--- config.mk ---
export PLATFORM = sky130hd
export DESIGN_NAME = rr_mux_arbiter
export DESIGN_NICKNAME = d
export VERILOG_FILES = /design/src/rtl/rr_mux_arbiter.sv
export SDC_FILE = /design/constraint.sdc
export NUM_CORES = 1
export LEC_CHECK = 0
export BUFFER_PORTS_ARGS = -buffer_cell sky130_fd_sc_hd__buf_2
export CORE_MARGIN = 2
export CORE_UTILIZATION = 52
export DETAILED_ROUTE_END_ITERATION = 12
export GPL_ROUTABILITY_DRIVEN = 1
export PLACE_DENSITY = 0.84
export SETUP_SLACK_MARGIN = 0.1
export SKIP_LAST_GASP = 1
export SYNTH_ARGS = -nofsm -noshare
export SYNTH_HDL_FRONTEND = slang
export SYNTH_SLANG_ARGS = --single-unit
--- constraint.sdc ---
create_clock -name clk -period 8.8 [get_ports clk]
set_clock_uncertainty 0.05 [all_clocks]
set_input_delay 1.76 -clock clk [delete_from_list [all_inputs] [get_ports clk]]
set_output_delay 1.76 -clock clk [all_outputs]
set_load 0.03 [all_outputs]
--- src/rtl/rr_mux_arbiter.sv ---
// Registered N-way, W-bit multiplexer with per-channel valid/ready handshakes.
// An internal round-robin or fixed-priority arbiter picks one producer per load.
module rr_mux_arbiter #(
   parameter int WIDTH   = 16,
   parameter int N       = 8,
   parameter int RR_MODE = 1
) (
   input  logic                   clk,
   input  logic                   rst_n,
   input  logic [N*WIDTH-1:0]     in_data,
   input  logic [N-1:0]           in_valid,
   output logic [N-1:0]           in_ready,
   output logic [WIDTH-1:0]       out_data,
   output logic [$clog2(N)-1:0]   out_sel,
   output logic                   out_valid,
   input  logic                   out_ready
);

   localparam int SEL_W = $clog2(N);

   logic [SEL_W-1:0] ptr;
   logic [SEL_W-1:0] grant_idx;
   logic             any_valid;
   logic             load;
   logic [WIDTH-1:0] chan [N];

   for (genvar k = 0; k < N; k++) begin : g_chan
      assign chan[k] = in_data[k*WIDTH +: WIDTH];
   end

   assign any_valid = |in_valid;
   assign load      = !out_valid || out_ready;

   // Winner search: round-robin starts one past the last grant and wraps,
   // fixed priority scans down so the lowest valid index is written last.
   always_comb begin
      logic             found;
      logic [SEL_W-1:0] cand;
      grant_idx = '0;
      found     = 1'b0;
      cand      = '0;
      if (RR_MODE != 0) begin
         for (int i = 1; i <= N; i++) begin
            cand = SEL_W'((int'(ptr) + i) % N);
            if (!found && in_valid[cand]) begin
               grant_idx = cand;
               found     = 1'b1;
            end
         end
      end else begin
         for (int i = N - 1; i >= 0; i--) begin
            cand = SEL_W'(i);
            if (in_valid[cand]) begin
               grant_idx = cand;
            end
         end
      end
   end

   always_comb begin
      in_ready = '0;
      if (load && any_valid) begin
         in_ready[grant_idx] = 1'b1;
      end
   end

   always_ff @(posedge clk or negedge rst_n) begin
      if (!rst_n) begin
         out_valid <= 1'b0;
         out_data  <= '0;
         out_sel   <= '0;
         ptr       <= SEL_W'(N - 1);
      end else if (load) begin
         if (any_valid) begin
            out_valid <= 1'b1;
            out_data  <= chan[grant_idx];
            out_sel   <= grant_idx;
            ptr       <= grant_idx;
         end else begin
            out_valid <= 1'b0;
         end
      end
   end

endmodule

==> impl_metrics.py, run 1 <==
metrics = {
    "sta": {
        "fmax_achieved_mhz": 145,
        "max-slew-margin-rel": 0.231,
        "rsz0062_at_grt": "false",
        "fin_tns_setup_ns": 0,
        "finalCritPeriodShare": 0.784,
        "period_needed_ns": 6.90,
        "report.final.setup_viol": 0,
        "finalMaxSlewViolations": 0,
        "hold_violations": 0,
        "worst-slew-pin-transition_ns": 1.12,
    },
    "final_layout": {
        "layout_common_cells": "166 x sky130_fd_sc_hd__buf_2, 48 x sky130_fd_sc_hd__mux2_2, 40 x sky130_fd_sc_hd__mux2i_1, 27 x sky130_fd_sc_hd__nor2_1, 20 x sky130_fd_sc_hd__dfrtp_1",
        "fillers": 539,
        "final_layout_size_suffix_gt1_frac": 0.569,
        "syn_to_final_growth_pct": 22.7,
        "diodes": 0,
        "leading_cell_type_in_the_layout_fill_and_taps_excluded": "sky130_fd_sc_hd__buf_2",
        "final_nets": 638,
    },
    "critical_path": {
        "worst-endpoint-arrival_ns": 5.09,
        "critical_path_data_required_time_ns": 6.99,
        "timing.critical_path.from_type": "register",
        "cp-end-kind": "output pin",
        "timing.critical_path.fanout_max": 40,
        "critical_path_start_end_classification": "reg2out",
    },
    "floorplanning": {
        "initial_cell_density_of_the_core": 0.528,
        "die_y_um": 86.4,
        "core_area_sq_um": 6680,
        "die_span_in_x_um": 86.4,
        "fp-row-count": 30,
        "die_area_sq_um": 7460,
        "io-pin-count": 167,
    },
    "routing": {
        "highest_layer": "met4",
        "drt-initial-drc-count": 326,
        "met2WireLength_mm": 5.09,
        "m1_wl_mm": 4.11,
        "routed-wl-met3_um": 835,
        "wl_per_cell_um": 17.9,
        "overall_routed_net_length_mm": 10.3,
        "number_of_remaining_drc_errors": 0,
        "detailroute.via_count": 3560,
        "drtAntennaViolNets": 0,
        "drtPass1Iterations": 5,
        "vias_per_cell": 6.18,
    },
    "cts": {
        "clockBufferDepth": 2,
        "clock_root_buffer": "sky130_fd_sc_hd__clkbuf_8",
        "cts_max_level": 1,
        "cts_tree": "done",
        "cts_setup_buffers": 0,
        "cts.repair.resized": 0,
        "worst_skew_pair.late_latency_ns": 0.26,
        "cts_hold_buf": 0,
        "cts_buffers": 3,
        "clk_pin_slew_ns": 0.08,
        "cts_sinks": 23,
    },
    "logic_synthesis": {
        "ys_warns": 0,
        "yosys.cell_types.count": 67,
        "postSynthAreaPerCell_sq_um": 9.91,
        "synth_edf_count": 0,
        "synth_area_sq_um": 3530,
        "postSynthRegisterBits": 23,
        "ys_seq_area_frac": 0.164,
        "mappedNetlistNets": 497,
        "asr_flop_ratio_synth": 1.00,
        "synth_flop_cell": "sky130_fd_sc_hd__dfrtp_1",
        "synthesized_netlist_cell_count": 356,
    },
    "place": {
        "place_hpwl_mm": 8.00,
        "placement.io_buffers": 166,
        "routabilityCongestion": 1.02,
    },
    "global_routing": {
        "number_of_global_route_vias_before_repair": 3431,
        "grt_antenna_before_repair": 0,
        "grt_pass1_wl_mm": 16.2,
        "gr-total-overflow": 0,
        "grt_max_degree": 42,
        "groute.usage.overall": 0.268,
    },
    "worst_hold_path": {
        "class_of_the_worst_hold_path": "reg2reg",
    },
    "outcome": {
        "outcome": "complete, no violations",
    },
    "job": {
        "drv_cap": 0,
    },
}
[final timing paths]
kind,start,endpoint,slack (ns),depth (start not counted)
worst min-delay path,out_sel[0],out_sel[0],0.43,2
worst min register to register,out_sel[0],out_sel[0],0.43,2
min in group asynchronous,rst_n,out_data[14],1.41,1
worst max register to register,ptr[1],out_data[10],3.36,12
max in group asynchronous,rst_n,ptr[2],6.92,1
worst max-delay path,ptr[1],in_ready[4],1.90,11
[logic make-up (layout without fill, tap and decap cells)]
family                   Yosys count  in the layout  synth area share
buffers and inverters             43            183            0.0716
AND/OR/NAND/NOR                   86             86             0.127
XOR/XNOR                           4              4            0.0121
AO/OA/AOI/OAI                     88             88             0.226
flip-flops                        23             23             0.164
adder cells (fa/ha/maj)            2              2           0.00709
multiplexers                     110            110             0.392
[flip-flops by register name, indices dropped and copies added, names as in the netlist]
register,count
ptr,3
out_valid,1
out_data,16
out_sel,3
[synthesized netlist by cell type, drive strengths merged, types with 3 or more instances]
library cell	number	area [sq um]
nand2	20	75.1
clkbuf	13	48.8
xor2	3	33.8
mux4	16	360
mux2i	40	400
dfrtp	20	500
buf	20	166
o21ai	23	115
or4	3	22.5
mux2	54	623
and3	3	18.8
nor2b	5	31.3
o211ai	3	22.5
nor2	27	101
nand2b	3	26.3
dfstp	3	78.8
inv	9	33.8
a221oi	14	173
a2111oi	4	53.8
nand3	8	45.0
a221o	3	30.0
o22ai	14	169
nor3b	8	60.1
a21oi	7	35.0
[per-stage QoR]
| step | cells | hold slack (ns) | cell area, sq um | setup slack (ns) | utilization |
|---|---|---|---|---|---|
| 6_report | 576 | 0.432 | 4330 | 1.90 | 0.648 |
| 5_1_grt | 576 | 0.459 | 4330 | 1.55 | 0.648 |
| 4_1_cts | 576 | 0.433 | 4330 | 1.93 | 0.648 |
| 3_5_place_dp | 572 | 0.412 | 4290 | 2.14 | 0.641 |
| 3_3_place_gp | 572 | 0.406 | 4290 | 2.26 | 0.641 |
| 2_1_floorplan | 356 | 0.601 | 3530 | 2.37 | - |
[area by class of cell]
class / instances / area (sq um) / area share
Sequential cell: 23 / 579 / 0.134
Timing Repair Buffer: 169 / 853 / 0.197
Clock buffer: 4 / 45.0 / 0.0104
Inverter: 10 / 37.5 / 0.00867
Tap cell: 80 / 100 / 0.0231
Multi-Input combinational cell: 290 / 2720 / 0.627
[critical path, cell delays in order, from the launching register on]
cell	delay (ns)
sky130_fd_sc_hd__dfstp_2	0.85
sky130_fd_sc_hd__clkinv_1	0.39
sky130_fd_sc_hd__ha_1	0.67
sky130_fd_sc_hd__inv_1	0.26
sky130_fd_sc_hd__mux4_2	0.57
sky130_fd_sc_hd__a21oi_1	0.21
sky130_fd_sc_hd__o22ai_1	0.10
sky130_fd_sc_hd__a31o_2	0.29
sky130_fd_sc_hd__nand2_2	0.67
sky130_fd_sc_hd__buf_4	0.40
sky130_fd_sc_hd__and3_1	0.19
sky130_fd_sc_hd__buf_2	0.19
[per-layer routing]
metal  global-route usage  vias up
li1                     -     1678
met1                0.341     1664
met2                0.450      194
met3               0.0610       24
met4               0.0923        0
met5                    0        -
Power of run 1 is not shown: default switching activity piles up to over one toggle a cycle in this logic, so the estimate is an artifact.
==> run 2, diff against run 1 <==
--- a/config.mk
+++ b/config.mk
@@ -7,10 +7,10 @@
 export LEC_CHECK = 0
 export BUFFER_PORTS_ARGS = -buffer_cell sky130_fd_sc_hd__buf_2
 export CORE_MARGIN = 2
-export CORE_UTILIZATION = 52
+export CORE_UTILIZATION = 44
 export DETAILED_ROUTE_END_ITERATION = 12
 export GPL_ROUTABILITY_DRIVEN = 1
-export PLACE_DENSITY = 0.84
+export PLACE_DENSITY = 0.75
 export SETUP_SLACK_MARGIN = 0.1
 export SKIP_LAST_GASP = 1
 export SYNTH_ARGS = -nofsm -noshare
==> constraint.sdc (replaced) <==
create_clock -name clk -period 6.3 [get_ports clk]
set_clock_uncertainty 0.05 [all_clocks]
set_input_delay 1.26 -clock clk [delete_from_list [all_inputs] [get_ports clk]]
set_output_delay 1.26 -clock clk [all_outputs]
set_load 0.03 [all_outputs]
==> run 2 against run 1 <==
  * Hold slack worse by 0.0034 ns
  * Setup slack worse by 1.1 ns
  * First-iteration DRC count down 45%
  * Die area up 17%
  * Non-clock buffer count up 9
  * Highest routed layer unchanged
==> impl_metrics.py, run 2 (synthesis gave the netlist of run 1 again) <==
metrics = {
    "final_layout": {
        "fillers": 701,
        "syn_to_final_growth_pct": 25.4,
        "diodes": 0,
        "top_register": "out_data",
        "reg.largest.list": "out_data x16, out_sel x3, ptr x3",
        "final_nets": 647,
        "final_layout_size_suffix_gt1_frac": 0.576,
        "leading_cell_type_in_the_layout_fill_and_taps_excluded": "sky130_fd_sc_hd__buf_2",
        "postLayoutCellArea_sq_um": 4430,
        "flip_flop_count_of_the_largest_register_after_layout": 16,
        "layout_common_cells": "166 x sky130_fd_sc_hd__buf_2, 48 x sky130_fd_sc_hd__mux2_2, 40 x sky130_fd_sc_hd__mux2i_1, 27 x sky130_fd_sc_hd__nor2_1, 20 x sky130_fd_sc_hd__dfrtp_1",
    },
    "floorplanning": {
        "fp-row-count": 32,
        "die_area_sq_um": 8750,
        "io-pin-count": 167,
        "core_area_sq_um": 7770,
        "die_span_in_x_um": 93.6,
        "initial_cell_density_of_the_core": 0.454,
        "die_y_um": 93.6,
    },
    "routing": {
        "overall_routed_net_length_mm": 10.8,
        "drtPass1Iterations": 4,
        "detailroute.via_count": 3557,
        "drtAntennaViolNets": 0,
        "number_of_remaining_drc_errors": 0,
        "vias_per_cell": 5.86,
        "wl_per_cell_um": 17.8,
        "drt-initial-drc-count": 179,
    },
    "global_routing": {
        "grt_antenna_before_repair": 0,
        "gr-total-overflow": 0,
        "grt_max_degree": 39,
        "grt_pass1_wl_mm": 16.9,
        "number_of_global_route_vias_before_repair": 3457,
        "groute.usage.overall": 0.239,
    },
    "place": {
        "dp_worst_setup_slack_ns": 0.810,
        "placement.cell_area_sq_um": 4380,
        "placement.io_buffers": 166,
        "place_hpwl_mm": 8.63,
        "routabilityCongestion": 0.951,
    },
    "cts": {
        "cts_buffers": 3,
        "worst_skew_pair.late_latency_ns": 0.27,
        "clk_pin_slew_ns": 0.09,
        "cts_tree": "done",
        "clockBufferDepth": 2,
        "cts_sinks": 23,
        "cts_hold_buf": 0,
        "clock_root_buffer": "sky130_fd_sc_hd__clkbuf_8",
        "cts_setup_buffers": 0,
        "cts.repair.resized": 0,
        "cts_max_level": 1,
    },
    "outcome": {
        "outcome": "complete, no violations",
    },
    "critical_path": {
        "worst-endpoint-arrival_ns": 4.19,
        "path_cells": "buf_2 > mux2_2 > mux4_2 > nand2b_4 > nor3_2 > nand3_2 > o31ai_4 > and3_1 > buf_2",
        "timing.critical_path.fanout_max": 18,
        "cp-end-kind": "output pin",
        "cp_slowest_stage_delay_ns": 0.81,
        "worstPathBufferInverterCount": 2,
        "timing.critical_path.from_type": "input port",
        "critical_path_data_required_time_ns": 4.99,
        "timing.critical_path.mode_cell": "sky130_fd_sc_hd__buf_2",
        "cpLargestDelayFamily": "multiplexers",
        "crit_path_top_delay_cell": "sky130_fd_sc_hd__o31ai_4",
        "critical_path_start_end_classification": "in2out",
    },
    "worst_hold_path": {
        "class_of_the_worst_hold_path": "reg2reg",
    },
    "sta": {
        "finalMaxSlewViolations": 0,
        "worst-slew-pin-transition_ns": 1.10,
        "period_needed_ns": 5.50,
        "fin_tns_setup_ns": 0,
        "setup_slack_ns": 0.796,
        "report.final.setup_viol": 0,
        "max-slew-margin-rel": 0.266,
        "rsz0062_at_grt": "false",
        "fmax_achieved_mhz": 182,
        "hold_violations": 0,
        "finalCritPeriodShare": 0.874,
    },
    "job": {
        "drv_cap": 0,
    },
}
==> run 2: cell count changes in the layout (fill, tap and decap cells not counted), sizes merged <==
cell / change
buf: +9
==> run 2: worst min-delay path: cells and delay by family, from the launching register on <==
kind          cells  cell delay (ns)
flops             1             0.35
simple gates      2             0.11
==> run 2: path summary, 6_finish.rpt <==
kind                        startpoint          end  slack [ns]  cells after the start
setup reg to reg                ptr[1]  out_data[0]        2.18                     12
min in group asynchronous        rst_n  out_data[7]        0.90                      1
hold reg to reg             out_sel[2]   out_sel[2]        0.43                      2
max in group asynchronous        rst_n       ptr[0]        4.92                      1
hold / removal              out_sel[2]   out_sel[2]        0.43                      2
setup / recovery           in_valid[6]  in_ready[6]        0.80                      9
==> run 2: per-layer routing <==
| layer | track usage | up-vias | part of all wire |
|---|---|---|---|
| met5 | 0 | - | 0 |
| met4 | 0.0628 | 0 | 0.024 |
| met3 | 0.0387 | 26 | 0.071 |
| met2 | 0.397 | 164 | 0.49 |
| met1 | 0.325 | 1679 | 0.42 |
| li1 | - | 1688 | - |
==> run 2: area by class of cell <==
cell class | instances | area (sq um) | share of cell area
timing repair buffer | 178 | 921 | 0.208
clock buffer | 4 | 45.0 | 0.0102
inverter | 10 | 37.5 | 0.00848
tap | 102 | 128 | 0.0288
multi-input combinational | 290 | 2720 | 0.614
sequential | 23 | 579 | 0.131
==> run 2: metrics by stage <==
stage | utilization | cells | hold WS, ns
after floorplan | - | 356 | 0.601
after global placement | 0.564 | 603 | 0.407
after detailed placement | 0.564 | 603 | 0.411
after CTS | 0.570 | 607 | 0.433
after global routing | 0.570 | 607 | 0.484
final | 0.570 | 607 | 0.429
Power of run 2 is left out for the same reason.
==> run 3, diff against run 2 <==
--- a/config.mk
+++ b/config.mk
@@ -10,6 +10,7 @@
 export CORE_UTILIZATION = 44
 export DETAILED_ROUTE_END_ITERATION = 12
 export GPL_ROUTABILITY_DRIVEN = 1
+export MAX_ROUTING_LAYER = met4
 export PLACE_DENSITY = 0.75
 export SETUP_SLACK_MARGIN = 0.1
 export SKIP_LAST_GASP = 1
==> run 3 against run 2 <==
  * Final area stayed put
  * Clock-buffer cell count did not move
  * Wire length decreased by 1.7%
  * Setup slack gained 0.0022 ns
  * Die area unchanged
  * Register-to-register slack about the same
  * Critical path depth is the same
  * Sequential share of layout area stayed put
  * Hold slack better by 0.0050 ns
  * Largest cell class unchanged
==> impl_metrics.py, run 3 (synthesis gave the netlist of run 1 again) <==
metrics = {
    "sta": {
        "setup_slack_ns": 0.798,
        "worst-slew-pin-transition_ns": 1.08,
        "hold_violations": 0,
        "fin_tns_setup_ns": 0,
        "rsz0062_at_grt": "false",
        "fmax_achieved_mhz": 182,
        "minimum_hold_slack_ns": 0.434,
        "report.final.setup_viol": 0,
        "period_needed_ns": 5.50,
        "finalCritPeriodShare": 0.873,
        "max-slew-margin-rel": 0.281,
        "finalMaxSlewViolations": 0,
    },
    "final_layout": {
        "leading_cell_type_in_the_layout_fill_and_taps_excluded": "sky130_fd_sc_hd__buf_2",
        "flip_flop_count_of_the_largest_register_after_layout": 16,
        "top_register": "out_data",
        "diodes": 0,
        "reg.largest.list": "out_data x16, out_sel x3, ptr x3",
        "final_nets": 647,
        "syn_to_final_growth_pct": 25.4,
        "layout_common_cells": "166 x sky130_fd_sc_hd__buf_2, 48 x sky130_fd_sc_hd__mux2_2, 40 x sky130_fd_sc_hd__mux2i_1, 27 x sky130_fd_sc_hd__nor2_1, 20 x sky130_fd_sc_hd__dfrtp_1",
        "final_layout_size_suffix_gt1_frac": 0.576,
    },
    "floorplanning": {
        "core_area_sq_um": 7770,
        "fp-row-count": 32,
        "die_y_um": 93.6,
        "io-pin-count": 167,
        "die_span_in_x_um": 93.6,
        "initial_cell_density_of_the_core": 0.454,
        "die_area_sq_um": 8750,
    },
    "routing": {
        "drt-initial-drc-count": 290,
        "overall_routed_net_length_mm": 10.6,
        "wl_per_cell_um": 17.5,
        "drtPass1Iterations": 4,
        "number_of_remaining_drc_errors": 0,
        "vias_per_cell": 5.92,
        "detailroute.via_count": 3596,
        "drtAntennaViolNets": 0,
    },
    "worst_hold_path": {
        "class_of_the_worst_hold_path": "reg2reg",
        "hold_path_end": "out_data[15]",
        "beginning_of_the_worst_hold_path": "out_data[15]",
        "hold_depth": 2,
    },
    "global_routing": {
        "groute.usage.overall": 0.237,
        "gr-total-overflow": 0,
        "grt_max_degree": 39,
        "number_of_global_route_vias_before_repair": 3418,
        "grt_antenna_before_repair": 0,
        "grt_pass1_wl_mm": 16.3,
    },
    "critical_path": {
        "regToRegSetupSlack_ns": 2.17,
        "r2r-start": "ptr[0]",
        "timing.critical_path.from_type": "input port",
        "path_cells": "buf_2 > mux2_2 > mux4_2 > nand2b_4 > nor3_2 > nand3_2 > o31ai_4 > and3_1 > buf_2",
        "crit_path_top_delay_cell": "sky130_fd_sc_hd__o31ai_4",
        "cp-end-kind": "output pin",
        "cp_slowest_stage_delay_ns": 0.80,
        "cpLargestDelayFamily": "simple AND/OR/NAND/NOR gates",
        "timing.critical_path.mode_cell": "sky130_fd_sc_hd__buf_2",
        "timing.critical_path.fanout_max": 18,
        "worst-endpoint-arrival_ns": 4.19,
        "worstPathBufferInverterCount": 2,
        "ff2ff_path_depth": 12,
        "r2r-end": "out_data[11]",
        "critical_path_start_end_classification": "in2out",
        "critical_path_data_required_time_ns": 4.99,
    },
    "job": {
        "drv_cap": 0,
    },
    "cts": {
        "clock_root_buffer": "sky130_fd_sc_hd__clkbuf_8",
        "clockBufferDepth": 2,
        "cts_setup_buffers": 0,
        "cts_buffers": 3,
        "cts_tree": "done",
        "cts_max_level": 1,
        "clk_pin_slew_ns": 0.08,
        "cts.repair.resized": 0,
        "cts_hold_buf": 0,
        "worst_skew_pair.late_latency_ns": 0.26,
        "cts_sinks": 23,
    },
    "place": {
        "placement.io_buffers": 166,
        "dp_worst_setup_slack_ns": 0.823,
        "routabilityCongestion": 0.971,
        "place_hpwl_mm": 8.43,
    },
    "outcome": {
        "outcome": "complete, no violations",
    },
}
## run 3: area by class of cell
| cell class | instances | area [sq um] |
|---|---|---|
| flip-flops and latches | 23 | 579 |
| repair buffers | 178 | 921 |
| multi-input cells | 290 | 2720 |
| clock buffers | 4 | 45.0 |
| fillers | 703 | 3340 |
| inverters | 10 | 37.5 |
| well taps | 102 | 128 |
## run 3: through the flow
stage                     instance area [sq um]  instances   util
after detailed placement                   4380        603  0.564
after global routing                       4430        607  0.570
final                                      4430        607  0.570
after global placement                     4380        603  0.564
after CTS                                  4430        607  0.570
after floorplan                            3530        356      -
## run 3: worst max-delay path by stage
stage	startpoint	end	slack, ns	cells after the start
after floorplan	in_valid[4]	in_ready[7]	0.87	10
after global placement	in_valid[6]	in_ready[6]	0.86	9
after detailed placement	in_valid[6]	in_ready[6]	0.82	9
after CTS	ptr[0]	in_ready[6]	0.80	10
after global routing	ptr[0]	in_ready[6]	0.47	10
final	in_valid[6]	in_ready[6]	0.80	9
## run 3: worst register-to-register path: stages, from the launching register on
cell and delay (ns):
sky130_fd_sc_hd__dfstp_2 0.55, sky130_fd_sc_hd__buf_4 0.31, sky130_fd_sc_hd__ha_1 0.23, sky130_fd_sc_hd__xor2_1 0.30, sky130_fd_sc_hd__mux4_2 0.64, sky130_fd_sc_hd__or4_1 0.55, sky130_fd_sc_hd__o41ai_2 0.09, sky130_fd_sc_hd__a311o_1 0.24
sky130_fd_sc_hd__a2bb2oi_4 0.08, sky130_fd_sc_hd__buf_4 0.19, sky130_fd_sc_hd__mux2_4 0.31, sky130_fd_sc_hd__a2111oi_2 0.38, sky130_fd_sc_hd__o21ai_1 0.09
## run 3: routing by layer
layer  track usage  wire, um
met2         0.393      5220
met4        0.0483       153
met1         0.309      4520
met3        0.0363       721
met5             -         0
Power of run 3 is left out for the same reason.
